**config.mk**
```make
export PLATFORM = sky130hd
export DESIGN_NAME = cpc_ram_bank_ctrl_flat
export DESIGN_NICKNAME = d
export VERILOG_FILES = /design/src/rtl/cpc_ram_pkg.sv /design/src/rtl/cpc_ram_bank_ctrl_if.sv /design/src/rtl/cpc_ram_map.sv /design/src/rtl/cpc_ram_bank_ctrl.sv /design/src/flat_wrapper.sv
export SDC_FILE = /design/constraint.sdc
export NUM_CORES = 1
export LEC_CHECK = 0
export BUFFER_PORTS_ARGS = -buffer_cell sky130_fd_sc_hd__buf_4
export CORE_UTILIZATION = 37
export DETAILED_ROUTE_END_ITERATION = 8
export PLACE_DENSITY = 0.89
export SYNTH_ARGS = -nofsm -noshare
export SYNTH_HDL_FRONTEND = slang
export SYNTH_SLANG_ARGS = --single-unit
```
**constraint.sdc**
```tcl
create_clock -name clk_i -period 3.16 [get_ports clk_i]
set_clock_uncertainty 0.1 [all_clocks]
set_input_delay 0.632 -clock clk_i [delete_from_list [all_inputs] [get_ports clk_i]]
set_output_delay 0.632 -clock clk_i [all_outputs]
set_load 0.005 [all_outputs]
```
**src/rtl/cpc_ram_pkg.sv**
```systemverilog
// rtl/cpc_ram_pkg.sv - shared types, block map table and bank width helper
package cpc_ram_pkg;

  typedef enum logic {
    ST_ARMED        = 1'b0,
    ST_WAIT_RELEASE = 1'b1
  } cap_state_e;

  // Indexed [cfg][quadrant]; entries are listed from cfg 7 down to 0, quadrant 3 down to 0.
  localparam logic [7:0][3:0][2:0] BLOCK_MAP = {
    {3'd3, 3'd2, 3'd7, 3'd0},
    {3'd3, 3'd2, 3'd6, 3'd0},
    {3'd3, 3'd2, 3'd5, 3'd0},
    {3'd3, 3'd2, 3'd4, 3'd0},
    {3'd7, 3'd2, 3'd3, 3'd0},
    {3'd7, 3'd6, 3'd5, 3'd4},
    {3'd7, 3'd2, 3'd1, 3'd0},
    {3'd3, 3'd2, 3'd1, 3'd0}
  };

  function automatic int bank_w(input int num_sram);
    return 3 + $clog2(num_sram);
  endfunction

endpackage

```
**src/rtl/cpc_ram_bank_ctrl_if.sv**
```systemverilog
// rtl/cpc_ram_bank_ctrl_if.sv - Z80 bus side and SRAM control side signals
interface cpc_ram_bank_ctrl_if #(
  parameter int NUM_SRAM = 2
);

  logic [15:0]         adr;
  logic [7:0]          data;
  logic                mreq_b;
  logic                ioreq_b;
  logic                rd_b;
  logic                wr_b;
  logic                m1_b;
  logic                rfsh_b;
  logic                dip_en;
  logic [4:0]          hiadr;
  logic [NUM_SRAM-1:0] ramcs_b;
  logic                ramoe_b;
  logic                ramwe_b;
  logic                ramdis;

  modport master (
    output adr, data, mreq_b, ioreq_b, rd_b, wr_b, m1_b, rfsh_b, dip_en,
    input  hiadr, ramcs_b, ramoe_b, ramwe_b, ramdis
  );

  modport slave (
    input  adr, data, mreq_b, ioreq_b, rd_b, wr_b, m1_b, rfsh_b, dip_en,
    output hiadr, ramcs_b, ramoe_b, ramwe_b, ramdis
  );

endinterface

```
**src/rtl/cpc_ram_map.sv**
```systemverilog
// rtl/cpc_ram_map.sv - combinational cfg/quadrant to 16KB block lookup
module cpc_ram_map
  import cpc_ram_pkg::*;
(
  input  logic [2:0] cfg_i,
  input  logic [1:0] quad_i,
  output logic [2:0] block_o,
  output logic       is_ext_o
);

  assign block_o  = BLOCK_MAP[cfg_i][quad_i];
  assign is_ext_o = block_o[2];

endmodule

```
**src/rtl/cpc_ram_bank_ctrl.sv**
```systemverilog
// rtl/cpc_ram_bank_ctrl.sv - CPC RAM expansion bank controller: config capture FSM and SRAM select
module cpc_ram_bank_ctrl
  import cpc_ram_pkg::*;
#(
  parameter int  NUM_SRAM = 2,
  localparam int BANK_W   = bank_w(NUM_SRAM)
) (
  input  logic              clk_i,
  input  logic              rst_i,
  cpc_ram_bank_ctrl_if.slave bus,
  output logic [2:0]        cfg_o,
  output logic [BANK_W-1:0] bank_o
);

  localparam int           EXT_W    = BANK_W - 3;
  localparam int           CHIP_W   = (EXT_W > 0) ? EXT_W : 1;
  localparam logic [2:0]   EXT_MASK = 3'((1 << EXT_W) - 1);

  cap_state_e        state_q, state_d;
  logic [2:0]        cfg_q, cfg_d;
  logic [BANK_W-1:0] bank_q, bank_d;
  logic [BANK_W-1:0] bank_new;
  logic              ext_ok;
  logic              wr_hit;
  logic [2:0]        block;
  logic              is_ext;
  logic [CHIP_W-1:0] chip_idx;
  logic              sel;
  logic              unused_adr;

  // Unused high A10..A8 lines must read 1 so smaller builds ignore ports meant for bigger ones.
  assign ext_ok = &(bus.adr[10:8] | EXT_MASK);

  assign wr_hit = !bus.ioreq_b && !bus.wr_b && bus.m1_b && !bus.adr[15]
                  && (bus.data[7:6] == 2'b11) && ext_ok;

  generate
    if (EXT_W > 0) begin : g_ext
      assign bank_new = {~bus.adr[8 +: EXT_W], bus.data[5:3]};
      assign chip_idx = bank_q[BANK_W-1:3];
    end else begin : g_noext
      assign bank_new = bus.data[5:3];
      assign chip_idx = 1'b0;
    end
  endgenerate

  always_ff @(posedge clk_i or posedge rst_i) begin
    if (rst_i) begin
      state_q <= ST_WAIT_RELEASE;
      cfg_q   <= '0;
      bank_q  <= '0;
    end else begin
      state_q <= state_d;
      cfg_q   <= cfg_d;
      bank_q  <= bank_d;
    end
  end

  // One commit per I/O cycle: after capturing, wait for the strobe to drop before re-arming.
  always_comb begin
    state_d = state_q;
    cfg_d   = cfg_q;
    bank_d  = bank_q;
    case (state_q)
      ST_ARMED: begin
        if (wr_hit) begin
          cfg_d   = bus.data[2:0];
          bank_d  = bank_new;
          state_d = ST_WAIT_RELEASE;
        end
      end
      ST_WAIT_RELEASE: begin
        if (bus.ioreq_b || bus.wr_b) begin
          state_d = ST_ARMED;
        end
      end
      default: state_d = ST_WAIT_RELEASE;
    endcase
  end

  cpc_ram_map u_map (
    .cfg_i    (cfg_q),
    .quad_i   (bus.adr[15:14]),
    .block_o  (block),
    .is_ext_o (is_ext)
  );

  assign sel = !bus.mreq_b && bus.rfsh_b && (!bus.rd_b || !bus.wr_b) && bus.dip_en && is_ext;

  always_comb begin
    bus.ramcs_b = '1;
    for (int i = 0; i < NUM_SRAM; i++) begin
      bus.ramcs_b[i] = !(sel && (chip_idx == CHIP_W'(i)));
    end
  end

  assign bus.hiadr   = sel ? {bank_q[2:0], block[1:0]} : 5'b0;
  assign bus.ramoe_b = sel ? bus.rd_b : 1'b1;
  assign bus.ramwe_b = sel ? bus.wr_b : 1'b1;
  assign bus.ramdis  = sel;

  assign cfg_o  = cfg_q;
  assign bank_o = bank_q;

  assign unused_adr = ^{bus.adr[13:11], bus.adr[7:0]};

endmodule

```
**src/flat_wrapper.sv**
```systemverilog
// flat-port wrapper written by rule: the top's interface ports become plain ports
module cpc_ram_bank_ctrl_flat import cpc_ram_pkg::*;
#(
  parameter int  NUM_SRAM = 2,
  localparam int BANK_W   = bank_w(NUM_SRAM)
)
  (clk_i, rst_i, cfg_o, bank_o, bus_adr, bus_data, bus_mreq_b, bus_ioreq_b, bus_rd_b, bus_wr_b, bus_m1_b, bus_rfsh_b, bus_dip_en, bus_hiadr, bus_ramcs_b, bus_ramoe_b, bus_ramwe_b, bus_ramdis);
  cpc_ram_bank_ctrl_if #(.NUM_SRAM(NUM_SRAM)) bus_i ();
  input  logic clk_i;
  input  logic rst_i;
  output logic [2:0] cfg_o;
  output logic [BANK_W-1:0] bank_o;
  input wire logic [$bits(bus_i.adr)-1:0] bus_adr;
  input wire logic [$bits(bus_i.data)-1:0] bus_data;
  input wire logic [$bits(bus_i.mreq_b)-1:0] bus_mreq_b;
  input wire logic [$bits(bus_i.ioreq_b)-1:0] bus_ioreq_b;
  input wire logic [$bits(bus_i.rd_b)-1:0] bus_rd_b;
  input wire logic [$bits(bus_i.wr_b)-1:0] bus_wr_b;
  input wire logic [$bits(bus_i.m1_b)-1:0] bus_m1_b;
  input wire logic [$bits(bus_i.rfsh_b)-1:0] bus_rfsh_b;
  input wire logic [$bits(bus_i.dip_en)-1:0] bus_dip_en;
  output wire logic [$bits(bus_i.hiadr)-1:0] bus_hiadr;
  output wire logic [$bits(bus_i.ramcs_b)-1:0] bus_ramcs_b;
  output wire logic [$bits(bus_i.ramoe_b)-1:0] bus_ramoe_b;
  output wire logic [$bits(bus_i.ramwe_b)-1:0] bus_ramwe_b;
  output wire logic [$bits(bus_i.ramdis)-1:0] bus_ramdis;
  assign bus_i.adr = bus_adr;
  assign bus_i.data = bus_data;
  assign bus_i.mreq_b = bus_mreq_b;
  assign bus_i.ioreq_b = bus_ioreq_b;
  assign bus_i.rd_b = bus_rd_b;
  assign bus_i.wr_b = bus_wr_b;
  assign bus_i.m1_b = bus_m1_b;
  assign bus_i.rfsh_b = bus_rfsh_b;
  assign bus_i.dip_en = bus_dip_en;
  assign bus_hiadr = bus_i.hiadr;
  assign bus_ramcs_b = bus_i.ramcs_b;
  assign bus_ramoe_b = bus_i.ramoe_b;
  assign bus_ramwe_b = bus_i.ramwe_b;
  assign bus_ramdis = bus_i.ramdis;
  cpc_ram_bank_ctrl #(.NUM_SRAM(NUM_SRAM)) u_core (.clk_i(clk_i), .rst_i(rst_i), .bus(bus_i), .cfg_o(cfg_o), .bank_o(bank_o));
endmodule
```
* Word-level counts from Yosys, hierarchy flattened
Memories as Yosys holds them, arrays and structs flattened.
Index checks and enable logic that the tools add are counted.
** Operators by class
- Order comparisons :: 2
- Equality and inequality tests :: 1
- Multiplexer cells :: 9
- Bitwise gates (word level) :: 3
- Reduce and logical (&&, ||, !) cells :: 22
** Operators with widths (count)
- $mux W12 :: 1
- $logic_and A1 B1 Y1 :: 11
- $logic_not A1 Y1 :: 7
- $bmux W3 S2 :: 1
- $mux W5 :: 1
- $lt A3 B4 Y1 const B :: 1
- $mux W1 :: 4
- $reduce_and A2 Y1 :: 2
- $lt A2 B3 Y1 const B :: 1
- $mux W3 :: 1
- $not A1 Y1 :: 3
- $eq A2 B2 Y1 const B :: 1
- $logic_or A1 B1 Y1 :: 2
- $pmux W1 S2 :: 1
** Word-level totals
- Register bits :: 8
- ROM bits :: 96
- Bits of input ports :: 33
- Logic and storage cells :: 41
- Memories :: 1
** Memory list
- (name not given) :: words 8, width 12, rd ports 1, clocked after memory_dff 0, write ports 0, RTL line cpc_ram_map.sv:11 : assign block_o = BLOCK_MAP[cfg_i][quad_i];

* Logic depth before layout (Yosys ltp)
Gate-level depths: netlist of run 1.
- Depth after elaboration :: 8
- Depth in mapped cells :: 3

* By module
A second synthesis of run 1 with hierarchy kept.
** Second synthesis, totals
- Cell total of the unflattened synthesis :: 43
- Area total of the unflattened synthesis :: 480.5 um^2
** By module, submodules not included
- cpc_ram_bank_ctrl :: times used 1, cells an instance 34, area each 419.2 um^2, sequential area each 201.4 um^2
- cpc_ram_map :: times used 1, cells an instance 9, area each 61.3 um^2, sequential area each 0.0 um^2

* Worst setup path after synthesis of run 1
No wires, ideal clock.
- Path type :: input to output
- From :: input port bus_mreq_b
- To :: output port bus_ramcs_b[0]
- Arrival :: 1.302 ns
- Path slack :: 1.126 ns
- Stages :: 3
- Buffers on the path :: 0
- Cells stage by stage :: and3b_1 -> nand2_1 -> a211o_1
** On the way
- Longest elaborated chain between the ends :: 7
** Ends and longest elaborated chain
- start, declared :: RTL line flat_wrapper.sv:15 : input wire logic [$bits(bus_i.mreq_b)-1:0] bus_mreq_b;
- $logic_not A1 Y1 :: RTL line cpc_ram_bank_ctrl.sv:88 : assign sel = !bus.mreq_b && bus.rfsh_b && (!bus.rd_b || !bus.wr_b) && bus.dip_en && is_ext;
- $logic_and A1 B1 Y1 (4 in series) :: RTL line cpc_ram_bank_ctrl.sv:88
- $logic_and A1 B1 Y1 :: RTL line cpc_ram_bank_ctrl.sv:93 : bus.ramcs_b[i] = !(sel && (chip_idx == CHIP_W'(i)));
- $logic_not A1 Y1 :: RTL line cpc_ram_bank_ctrl.sv:93
- end, declared :: RTL line flat_wrapper.sv:23 : output wire logic [$bits(bus_i.ramcs_b)-1:0] bus_ramcs_b;
No other way between the ends.

* Final worst setup path of run 1
- From :: register u_core.cfg_q[0], in the netlist u_core.cfg_o[0]
- To :: output port bus_ramcs_b[0]
** On the way
- Longest elaborated chain between the ends :: 7
** Ends and longest elaborated chain
- start, declared :: RTL line cpc_ram_bank_ctrl.sv:20 : logic [2:0] cfg_q, cfg_d;
- start signal, assigned :: RTL line cpc_ram_bank_ctrl.sv:54 : cfg_q <= cfg_d;
- $mem_v2 Z8 W12
- $mux W12 (not written as such) :: RTL line cpc_ram_map.sv:11
- $bmux W3 S2 :: RTL line cpc_ram_map.sv:11
- $mux W3 (not written as such) :: RTL line cpc_ram_map.sv:11
- $logic_and A1 B1 Y1 :: RTL line cpc_ram_bank_ctrl.sv:88
- $logic_and A1 B1 Y1 :: RTL line cpc_ram_bank_ctrl.sv:93
- $logic_not A1 Y1 :: RTL line cpc_ram_bank_ctrl.sv:93
No other way between the ends. The select of a mux whose other input is x is not followed.

==> flow_summary.rst, run 1 <==
.. list-table::
   :header-rows: 1

   * - Metric
     - Value
   * - Mux share of post-synthesis cell area
     - between 15 and 20%
   * - Number of flops mapped to enable cells by yosys
     - 0
   * - Commonest cells after routing, fill and taps aside
     - 38 x buf_4, 7 x mux2_2, 7 x dfrtp_1, 5 x a21oi_1
   * - Pre-CTS setup slack
     - 801 ps
   * - Buffer count from post-CTS setup fixing
     - 0
   * - Outcome
     - completed
   * - Final wirelength
     - between 1000 and 1500 µm
   * - Crit path kind
     - register to primary output
   * - Hold Buf Count CTS
     - 0
   * - Commonest non-fill, non-tap cell in the layout
     - buf_4
   * - Complex-gate fraction of the synthesized area
     - between 10% and 20%
   * - Die span in x
     - 39.6 µm
   * - Async SR Flop Fraction
     - 100%
   * - Worst hold path class
     - input port to async pin
   * - Flop and latch count out of synthesis
     - 8
   * - Post-layout worst setup margin
     - 721 ps
   * - CTS-repair resized insts
     - 0
   * - Number of top-level pins
     - 50
   * - Signed area change from the synthesized netlist to the final layout
     - 62.3%
   * - Core area
     - about 1300 µm²
   * - Fmax achieved
     - 0.410 GHz
   * - Clock buffers created by TritonCTS
     - 3
   * - Buffer type at the clock tree root
     - clkbuf_4
   * - Final Hold Fails
     - 0
   * - Die Outline Area
     - around 1600 µm²
   * - Setup repair after global routing missed its margin
     - no
   * - Sequential area share after synthesis
     - approximately 38%
   * - Xor/xnor share of the synthesized area
     - 0%
   * - Leak pwr
     - approximately 0.4 nW
   * - Average routed wire per standard cell
     - between 10 and 15 µm
   * - Critical path buffers and inverters
     - 1
   * - CP top delay family
     - simple AND/OR/NAND/NOR gates
   * - Cell types occupying the most area after synthesis
     - dfrtp_1 33%, mux2_2 15%, a211o_1 6.7%
   * - Count of nets after finishing
     - 124
   * - Final Cycle Share
     - about 77%
   * - Total standard cell area after synthesis
     - around 520 µm²
   * - Row count
     - 13
   * - Average footprint of a synthesized cell
     - approximately 11 µm²
   * - Final-report setup violation count
     - 0
   * - Post-Synthesis Net Count
     - 82
   * - Ratio of routed vias to standard cells
     - roughly 5.3
   * - Grt total ovfl
     - 0
   * - Arrival time of data at the critical path endpoint
     - about 1700 ps
   * - Later-pin clock latency in the skew report
     - roughly 250 ps
   * - Synth top area share
     - between 30% and 40%
   * - Total of buffers placed on input and output ports
     - 38
   * - DPL Wire Length
     - approximately 1200 µm
   * - Clock net sink count
     - 8
   * - Cell type with the highest aggregate area in the netlist
     - dfrtp_1
   * - Vias in the first global route
     - 558
   * - Total global-route track usage
     - a little under a quarter
   * - Deepest clock path buffer count
     - 2
   * - # DRC
     - 0
   * - CP required
     - approximately 2400 ps
   * - Routability congestion estimate
     - 0.669
   * - Peak VDD IR
     - 0.000193 V
   * - Final-report max-slew violation count
     - 0
   * - Cell breakdown of the critical path
     - or3b_1 -> a211o_1 -> buf_4
   * - Setup crit start kind
     - register
   * - Library cell contributing the largest single delay on the critical path
     - or3b_1
   * - Yosys synthesis warning count
     - 0
   * - Count of inserted antenna diode cells
     - 0
   * - Clk slew on worst S/H paths
     - approximately 60 ps
   * - Pin count of the biggest net entering global routing
     - 10
   * - Cells after Synth
     - approximately 50
   * - Initial antenna violation count
     - 0
   * - H-Tree Level Count
     - 1
   * - Final critical path time including I/O delays and setup
     - 2440 ps
   * - Fraction of layout instances using a drive strength above 1
     - ~58%
   * - Initial core utilization
     - slightly below 40%
   * - Distinct cell type count after synthesis
     - 22
   * - Largest incremental delay on the critical path
     - around 540 ps
   * - Max_slew headroom
     - 63.7%
   * - Adder-Cell Fraction of Synth Area
     - 0%
   * - Top_reg_cell synth
     - dfrtp_1
   * - Wire length of the first global-routing pass
     - between 2000 and 2500 µm
   * - Combinational family with the most area after synthesis
     - simple AND/OR/NAND/NOR gates
   * - CP endpoint kind
     - primary output
   * - Worst Max-Slew Pin Slew
     - between 500 and 600 ps
   * - Clock tree from TritonCTS
     - yes
   * - Maximum fanout count along the critical path
     - 9
   * - Detailed-routing iteration count for the pre-antenna-repair pass
     - 4
   * - # Max-Cap Violations
     - 0
   * - Pwr dens
     - around 310 nW/µm²
   * - Share of synthesized cell area in and, or, nand and nor gates
     - between 20% and 30%
   * - Antenna-violating nets left
     - 0
   * - Vert. Die Dim
     - a little under 40 µm
   * - DRC violation total after the first TritonRoute iteration
     - 7
   * - Total via count after detailed routing
     - around 550
   * - Final-layout setup total negative slack
     - 0 ps
[metal layers]
metal | part of all wire, % | GRT usage [%] | up-vias
li1 | - | - | 267
met1 | 38 | 25.2 | 254
met4 | 0.56 | 10.3 | 0
met5 | 0 | 0 | -
met3 | 8.8 | 6.25 | 2
met2 | 53 | 38.9 | 30
[cell families (layout without fill, tap and decap cells)]
group / Yosys count / count (layout)
and+or+nand+nor: 17 / 17
buffers and inverters: 3 / 44
muxes: 8 / 8
AOI/OAI and AO/OA: 13 / 13
DFF: 8 / 8
[registers in the layout, indices dropped and copies added (netlist names)]
register and count:
u_core.bank_o 4, u_core.state_q 1, u_core.cfg_o 3
[worst paths after layout]
| path | start | end | slack (ps) | cells after the start |
|---|---|---|---|---|
| worst max-delay path | u_core.cfg_o[0] | bus_ramcs_b[0] | 720 | 3 |
| worst min-delay path | rst_i | u_core.bank_o[0] | 230 | 2 |
| worst max register to register | u_core.state_q | u_core.bank_o[1] | 1500 | 3 |
| worst min register to register | u_core.state_q | u_core.state_q | 450 | 1 |
| max in group asynchronous | rst_i | u_core.state_q | 2440 | 2 |
| min in group clk_i | u_core.state_q | u_core.state_q | 450 | 1 |
[cells in the mapped netlist, drive strengths merged (2+ instances only)]
cell,number
nand3,4
o21ai,2
mux2,7
inv,2
a21oi,5
nand3b,2
and3b,2
nand2,2
dfrtp,7
a211o,4
nor2,2
[report_power, final]
part | total (mW) | internal [mW] | switching, mW
sequential | 0.118 | 0.110 | 0.00804
combinational | 0.0636 | 0.0385 | 0.0250
clock | 0.0861 | 0.0485 | 0.0376
[stage by stage]
stage                     cell area (µm²)  std cells  utilization [%]  power (mW)  hold slack (ps)
after floorplan                       524         49                -       0.142              347
after global placement                825        101             62.6       0.180              424
after detailed placement              825        101             62.6       0.184              440
after CTS                             851        105             64.6       0.271              236
after global routing                  851        105             64.6       0.285              242
final                                 851        105             64.6       0.268              231
[final cells by class]
cell class                 count  area (µm²)
tap                           15        18.8
fill                         105         467
clock buffer                   4        26.3
inverter                       2        7.51
sequential                     8         201
timing repair buffer          38         285
multi-input combinational     38         312
No activity file was read; power rests on OpenSTA's default activity.
==> run 2: changes to the inputs <==
CORE_UTILIZATION = 35   (was 37)
PLACE_DENSITY = 0.86   (was 0.89)
clock period = 2.5 ns   (was 3.16 ns; I/O delays follow)
==> run 2 against run 1 <==
  * Utilization shrank 1.6 points
  * Routed wire length shrank 4.4%
  * Via count rose by 1.8%
  * Clock power rose by 27%
  * Register-to-register slack got worse by 660 ps
  * Critical path type unchanged
==> flow_summary.rst, run 2 (same netlist as run 1, synthesis figures left out) <==
.. list-table::
   :header-rows: 1

   * - Metric
     - Value
   * - Pwr dens
     - 396 nW/µm² (+26%)
   * - Total of buffers placed on input and output ports
     - 38 (unchanged)
   * - Clock buffers created by TritonCTS
     - 3 (unchanged)
   * - Signed area change from the synthesized netlist to the final layout
     - 62.3% (unchanged)
   * - Worst Max-Slew Pin Slew
     - 547 ps (+6.95 ps)
   * - Buffer type at the clock tree root
     - clkbuf_4
   * - Count of inserted antenna diode cells
     - 0 (unchanged)
   * - Count of nets after finishing
     - 124 (unchanged)
   * - Detailed-routing iteration count for the pre-antenna-repair pass
     - 4 (unchanged)
   * - Flip-flop count of the largest register, all copies and words added
     - 4 (unchanged)
   * - CTS-repair resized insts
     - 0 (unchanged)
   * - Internal power component
     - 0.249 mW (+26%)
   * - Setup crit start kind
     - register
   * - Arrival time of data at the critical path endpoint
     - 1710 ps (about the same)
   * - Maximum fanout count along the critical path
     - 9 (unchanged)
   * - DP Cell Count
     - 101 (unchanged)
   * - Final wirelength
     - 1370 µm (-4.4%)
   * - Pin count of the biggest net entering global routing
     - 10 (unchanged)
   * - Final Hold Fails
     - 0 (unchanged)
   * - H-Tree Level Count
     - 1 (unchanged)
   * - Row count
     - 13 (unchanged)
   * - Proportion of power drawn by the clock network
     - 32.2% (about the same)
   * - Clock tree from TritonCTS
     - yes
   * - Cell breakdown of the critical path
     - or3b_1 -> a211o_1 -> buf_4
   * - Final Core Density
     - 63.0% (-1.6 points)
   * - Number of top-level pins
     - 50 (unchanged)
   * - Final-report setup violation count
     - 0 (unchanged)
   * - Total via count after detailed routing
     - 563 (+1.8%)
   * - Switching pwr
     - 0.0881 mW (+25%)
   * - Buffer count from post-CTS setup fixing
     - 0 (unchanged)
   * - Hold Buf Count CTS
     - 0 (unchanged)
   * - Antenna-violating nets left
     - 0 (unchanged)
   * - Final-layout setup total negative slack
     - 0 ps (unchanged)
   * - Grt total ovfl
     - 0 (unchanged)
   * - Vert. Die Dim
     - 40.7 µm (+2.7%)
   * - Fmax achieved
     - about 0.43 GHz
   * - Initial antenna violation count
     - 0 (unchanged)
   * - Outcome
     - completed
   * - Die span in x
     - 40.7 µm (+2.7%)
   * - Average routed wire per standard cell
     - 13.1 µm (-4.4%)
   * - Part of the power in registers
     - 44.2% (about the same)
   * - Beginning of the critical path
     - u_core.cfg_o[0]
   * - Final critical path time including I/O delays and setup
     - 2310 ps
   * - Setup repair after global routing missed its margin
     - no
   * - Final Cycle Share
     - 92.3%
   * - Die Outline Area
     - 1660 µm² (+5.4%)
   * - Deepest clock path buffer count
     - 2 (unchanged)
   * - CP top delay family
     - simple AND/OR/NAND/NOR gates
   * - Total global-route track usage
     - 18.2% (-4.3 points)
   * - Crit path kind
     - register to primary output
   * - CP endpoint kind
     - primary output
   * - Library cell contributing the largest single delay on the critical path
     - or3b_1
   * - Worst-case hold slack
     - 102 ps (-129 ps)
   * - Pre-CTS setup slack
     - 409 ps (-391 ps)
   * - Initial core utilization
     - 38.8% (-0.96 points)
   * - Largest incremental delay on the critical path
     - 530 ps (about the same)
   * - Switching power share of the total
     - 26.1% (-0.27 points)
   * - Leak pwr
     - 0.410 nW (unchanged)
   * - Source of the worst register-to-register timing path
     - u_core.state_q
   * - Non-filler cells, final
     - 105 (unchanged)
   * - Later-pin clock latency in the skew report
     - 260 ps (about the same)
   * - Critical path buffers and inverters
     - 1 (unchanged)
   * - Clk slew on worst S/H paths
     - 60 ps (about the same)
   * - Ratio of routed vias to standard cells
     - 5.36 (+1.8%)
   * - Vias in the first global route
     - 486 (-13%)
   * - Final design instance area without fill
     - 851 µm² (unchanged)
   * - DRC violation total after the first TritonRoute iteration
     - 11 (+4)
   * - Logic pwr share
     - 23.6% (about the same)
   * - Peak VDD IR
     - 0.000293 V (+52%)
   * - # DRC
     - 0 (unchanged)
   * - Final Power
     - 0.337 mW (+26%)
   * - Commonest non-fill, non-tap cell in the layout
     - buf_4
   * - Routability congestion estimate
     - 0.619 (-7.5%)
   * - # Max-Cap Violations
     - 0 (unchanged)
   * - Core area
     - 1350 µm² (+2.5%)
   * - Commonest cells after routing, fill and taps aside
     - 38 x buf_4, 7 x mux2_2, 7 x dfrtp_1, 5 x a21oi_1
   * - Clock net sink count
     - 8 (unchanged)
   * - Max_slew headroom
     - 63.3% (-0.47 points)
   * - CP required
     - 1900 ps (-530 ps)
   * - Worst hold path class
     - input port to async pin
   * - Fraction of layout instances using a drive strength above 1
     - 57.8% (unchanged)
   * - Wire length of the first global-routing pass
     - 1930 µm (-17%)
   * - Post-layout worst setup margin
     - 192 ps (-530 ps)
   * - Dpl cell area
     - 825 µm² (unchanged)
   * - Final-report max-slew violation count
     - 0 (unchanged)
-- run 2: metal layers --
layer | wire length, µm | track usage (%)
met5 | 0 | 0
met4 | 0 | 7.50
met3 | 136 | 3.26
met2 | 650 | 32.9
met1 | 588 | 20.9
-- run 2: cell type report --
cell class,count,area [µm²]
inverters,2,7.51
repair buffers,38,285
flip-flops and latches,8,201
multi-input cells,38,312
clock buffers,4,26.3
well taps,15,18.8
fillers,125,499
-- run 2: power groups by stage --
stage	clock, mW	sequential [mW]	combinational (mW)
2_1_floorplan	0	0.150	0.0299
3_3_place_gp	0	0.150	0.0773
3_5_place_dp	0	0.151	0.0798
4_1_cts	0.112	0.149	0.0801
5_1_grt	0.121	0.151	0.0875
6_report	0.109	0.149	0.0796
-- run 2: final timing paths --
kind	to	cells after the start	slack, ps
max in group asynchronous	u_core.state_q	2	1910
setup / recovery	bus_ramcs_b[1]	3	190
min in group clk_i	u_core.bank_o[3]	2	320
hold / removal	u_core.bank_o[1]	2	100
hold reg to reg	u_core.state_q	1	440
setup reg to reg	u_core.cfg_o[2]	3	840
==> run 3: changes to the inputs <==
ABC_AREA = 1   (was unset)
CORE_UTILIZATION = 36   (was 35)
PLACE_DENSITY = 0.85   (was 0.86)
SLEW_MARGIN = 0   (was unset)
==> run 3 against run 2 <==
  * Worst hold slack worse by 20 ps
  * Global-route usage down 4.1 points
  * Critical path type is now input port to primary output
  * Utilization down 3.6 points
==> flow_summary.rst, run 3 <==
.. list-table::
   :header-rows: 1

   * - Metric
     - Value
   * - Worst Max-Slew Pin Slew
     - 290 ps (-257 ps)
   * - Setup crit start kind
     - input port
   * - Detailed-routing iteration count for the pre-antenna-repair pass
     - 2 (-2)
   * - Final-report max-slew violation count
     - 0 (unchanged)
   * - Routability congestion estimate
     - 0.720 (+16%)
   * - Clk slew on worst S/H paths
     - 60 ps (about the same)
   * - Clock buffers created by TritonCTS
     - 3 (unchanged)
   * - Count of inserted antenna diode cells
     - 0 (unchanged)
   * - DPL Wire Length
     - around 1000 µm
   * - CP required
     - 1900 ps (about the same)
   * - CTS-repair resized insts
     - 0 (unchanged)
   * - Flip-flop count of the largest register, all copies and words added
     - 4 (unchanged)
   * - Die Outline Area
     - 1760 µm² (+6.2%)
   * - Final design instance area without fill
     - 895 µm² (+5.1%)
   * - Count of nets after finishing
     - 143 (+15%)
   * - Initial core utilization
     - 38.1% (-0.71 points)
   * - Total global-route track usage
     - 14.2% (-4.1 points)
   * - CP top delay family
     - simple AND/OR/NAND/NOR gates
   * - Pwr dens
     - 383 nW/µm² (-3.4%)
   * - # Max-Cap Violations
     - 0 (unchanged)
   * - # DRC
     - 0 (unchanged)
   * - Fraction of layout instances using a drive strength above 1
     - 62.4% (+4.6 points)
   * - Final critical path time including I/O delays and setup
     - 1960 ps (-347 ps)
   * - Final-layout setup total negative slack
     - 0 ps (unchanged)
   * - Arrival time of data at the critical path endpoint
     - 1360 ps (-350 ps)
   * - Clock tree from TritonCTS
     - yes
   * - Buffer type at the clock tree root
     - clkbuf_4
   * - Cells after Synth
     - 68 (+39%)
   * - Cell with the most instances on the worst path
     - buf_4
   * - Top_reg_cell synth
     - dfrtp_1
   * - Largest incremental delay on the critical path
     - 260 ps (-270 ps)
   * - Number of top-level pins
     - 50 (unchanged)
   * - Cell types occupying the most area after synthesis
     - dfrtp_1 31%, o21ai_2 11%, inv_1 8.5%
   * - Cell breakdown of the critical path
     - buf_4 -> nand3b_1 -> a21oi_2 -> nand2_4 -> nor2_2 -> buf_4
   * - Non-filler cells, final
     - 125 (+19%)
   * - Worst hold path class
     - input port to async pin
   * - Final Cycle Share
     - 78.5% (-14 points)
   * - Hold Buf Count CTS
     - 0 (unchanged)
   * - Seq. cell area
     - 201 µm² (unchanged)
   * - Initial antenna violation count
     - 0 (unchanged)
   * - Most numerous cell types in the synthesized netlist
     - 13 x inv_1, 8 x nand2_1, 7 x dfrtp_1, 7 x o21ai_2, 6 x nor2_2
   * - Die span in x
     - 41.9 µm (+3.0%)
   * - CP endpoint kind
     - primary output
   * - Signed area change from the synthesized netlist to the final layout
     - 55.8%
   * - Met3 Resource Use GR
     - 1.30% (-2.0 points)
   * - Commonest non-fill, non-tap cell in the layout
     - buf_4
   * - Later-pin clock latency in the skew report
     - 250 ps (about the same)
   * - Global Route met2 Usage
     - 24.1% (-8.9 points)
   * - Deepest clock path buffer count
     - 2 (unchanged)
   * - Buffer count from post-CTS setup fixing
     - 0 (unchanged)
   * - Library cell contributing the largest single delay on the critical path
     - a21oi_2
   * - Average routed wire per standard cell
     - 9.31 µm (-29%)
   * - Yosys synthesis warning count
     - 0 (unchanged)
   * - Flop and latch count out of synthesis
     - 8 (unchanged)
   * - Clock net sink count
     - 8 (unchanged)
   * - Antenna-violating nets left
     - 0 (unchanged)
   * - Average footprint of a synthesized cell
     - 8.45 µm² (-21%)
   * - DP Cell Count
     - 121 (+20%)
   * - Total of buffers placed on input and output ports
     - 38 (unchanged)
   * - Vert. Die Dim
     - 41.9 µm (+3.0%)
   * - Final Hold Fails
     - 0 (unchanged)
   * - Number of flops mapped to enable cells by yosys
     - 0 (unchanged)
   * - Core area
     - 1510 µm² (+12%)
   * - Maximum fanout count along the critical path
     - 6 (-3)
   * - Setup repair after global routing missed its margin
     - no
   * - Synth top area share
     - 30.5% (-2.9 points)
   * - Outcome
     - completed
   * - Vias in the first global route
     - 499 (+2.7%)
   * - Dpl cell area
     - 868 µm² (+5.3%)
   * - Final Power
     - 0.342 mW (+1.5%)
   * - Pre-CTS setup slack
     - 537 ps (+127 ps)
   * - Post-layout worst setup margin
     - 538 ps (+347 ps)
   * - H-Tree Level Count
     - 1 (unchanged)
   * - Final-report setup violation count
     - 0 (unchanged)
   * - Most frequent cell after synthesis
     - inv_1
   * - Total standard cell area after synthesis
     - 574 µm² (+9.5%)
   * - Met1 routing resource usage after global routing
     - 15.8% (-5.0 points)
   * - Ratio of routed vias to standard cells
     - 4.43 (-17%)
   * - Critical path buffers and inverters
     - 2 (+1)
   * - Commonest cells after routing, fill and taps aside
     - 38 x buf_4, 13 x inv_1, 8 x nand2_1, 7 x o21ai_2, 7 x dfrtp_1
   * - Number of fill cells
     - 148 (+18%)
   * - Wire length of the first global-routing pass
     - 1910 µm (-1.1%)
   * - Final wirelength
     - 1160 µm (-15%)
   * - DRC violation total after the first TritonRoute iteration
     - 5 (-6)
   * - Post-Synthesis Net Count
     - 101 (+23%)
   * - Cell type with the highest aggregate area in the netlist
     - dfrtp_1
   * - Fmax achieved
     - 0.510 GHz (+18%)
   * - Total via count after detailed routing
     - 554 (-1.6%)
   * - Pin count of the biggest net entering global routing
     - 15 (+5)
   * - Sequential area share after synthesis
     - 35.1% (-3.3 points)
   * - Distinct cell type count after synthesis
     - 19 (-14%)
   * - Async SR Flop Fraction
     - 100% (unchanged)
   * - Most heavily used metal layer in global routing
     - met2
   * - Crit path kind
     - input port to primary output
   * - Peak VDD IR
     - 0.000224 V (-24%)
   * - Max_slew headroom
     - 80.7% (+17 points)
   * - Grt total ovfl
     - 0 (unchanged)
   * - Leak pwr
     - 0.466 nW (+14%)
   * - Row count
     - 14 (+1)
   * - Multi-input gate area
     - 305 µm² (-2.0%)
[run 3: cell count changes after synthesis, sizes merged, moves of 4 or more]
cell and change:
mux2 -7, nand2 +13, a211o -4, inv +13
nor2 +7, o21ai +5
[run 3: path summary, 6_finish.rpt]
path                               endpoint  cells after the start        startpoint  slack [ps]
min                        u_core.bank_o[2]                      2             rst_i          80
max in group asynchronous    u_core.state_q                      2             rst_i        1930
max reg2reg                 u_core.cfg_o[1]                      4    u_core.state_q        1350
max                            bus_hiadr[0]                      6        bus_mreq_b         540
min in group clk_i         u_core.bank_o[3]                      2        bus_adr[8]         310
min reg2reg                u_core.bank_o[0]                      2  u_core.bank_o[0]         420
[run 3: power by group]
group | switching [mW] | internal, mW
registers | 0.0103 | 0.139
clock network | 0.0434 | 0.0610
logic | 0.0387 | 0.0498
total | 0.0924 | 0.250
[run 3: per-stage QoR]
stage / hold slack [ps] / utilization, %
floorplan: 215 / -
global route: 101 / 59.4
CTS: 87.2 / 59.4
global placement: 360 / 57.6
finish: 81.7 / 59.4
detailed placement: 369 / 57.6
[run 3: layout make-up]
cell class / count / area share, %
Sequential cell: 8 / 22.5
Inverter: 15 / 6.29
Multi-Input combinational cell: 44 / 34.1
Timing Repair Buffer: 38 / 31.9
Tap cell: 16 / 2.24
Clock buffer: 4 / 2.94
[run 3: routing by layer]
metal	part of all wire (%)	routed length [µm]	up-vias
li1	-	-	293
met1	40	463	231
met2	49	570	28
met3	10	116	2
met4	1.0	12	0
met5	0	0	-
[run 3: worst register-to-register path: cells and delay by family, from the launching register on]
| family | cells | cell delay, ps |
|---|---|---|
| flip-flops | 1 | 370 |
| AND/OR/NAND/NOR | 3 | 520 |
| AO/OA/AOI/OAI | 1 | 50 |
[run 3: logic make-up (layout without fill, tap and decap cells)]
logic type / Yosys count / after routing / synth area share [%]
simple gates: 32 / 32 / 36.6
flops: 8 / 8 / 35.1
buf+inv: 16 / 57 / 11.8
compound gates: 12 / 12 / 16.6
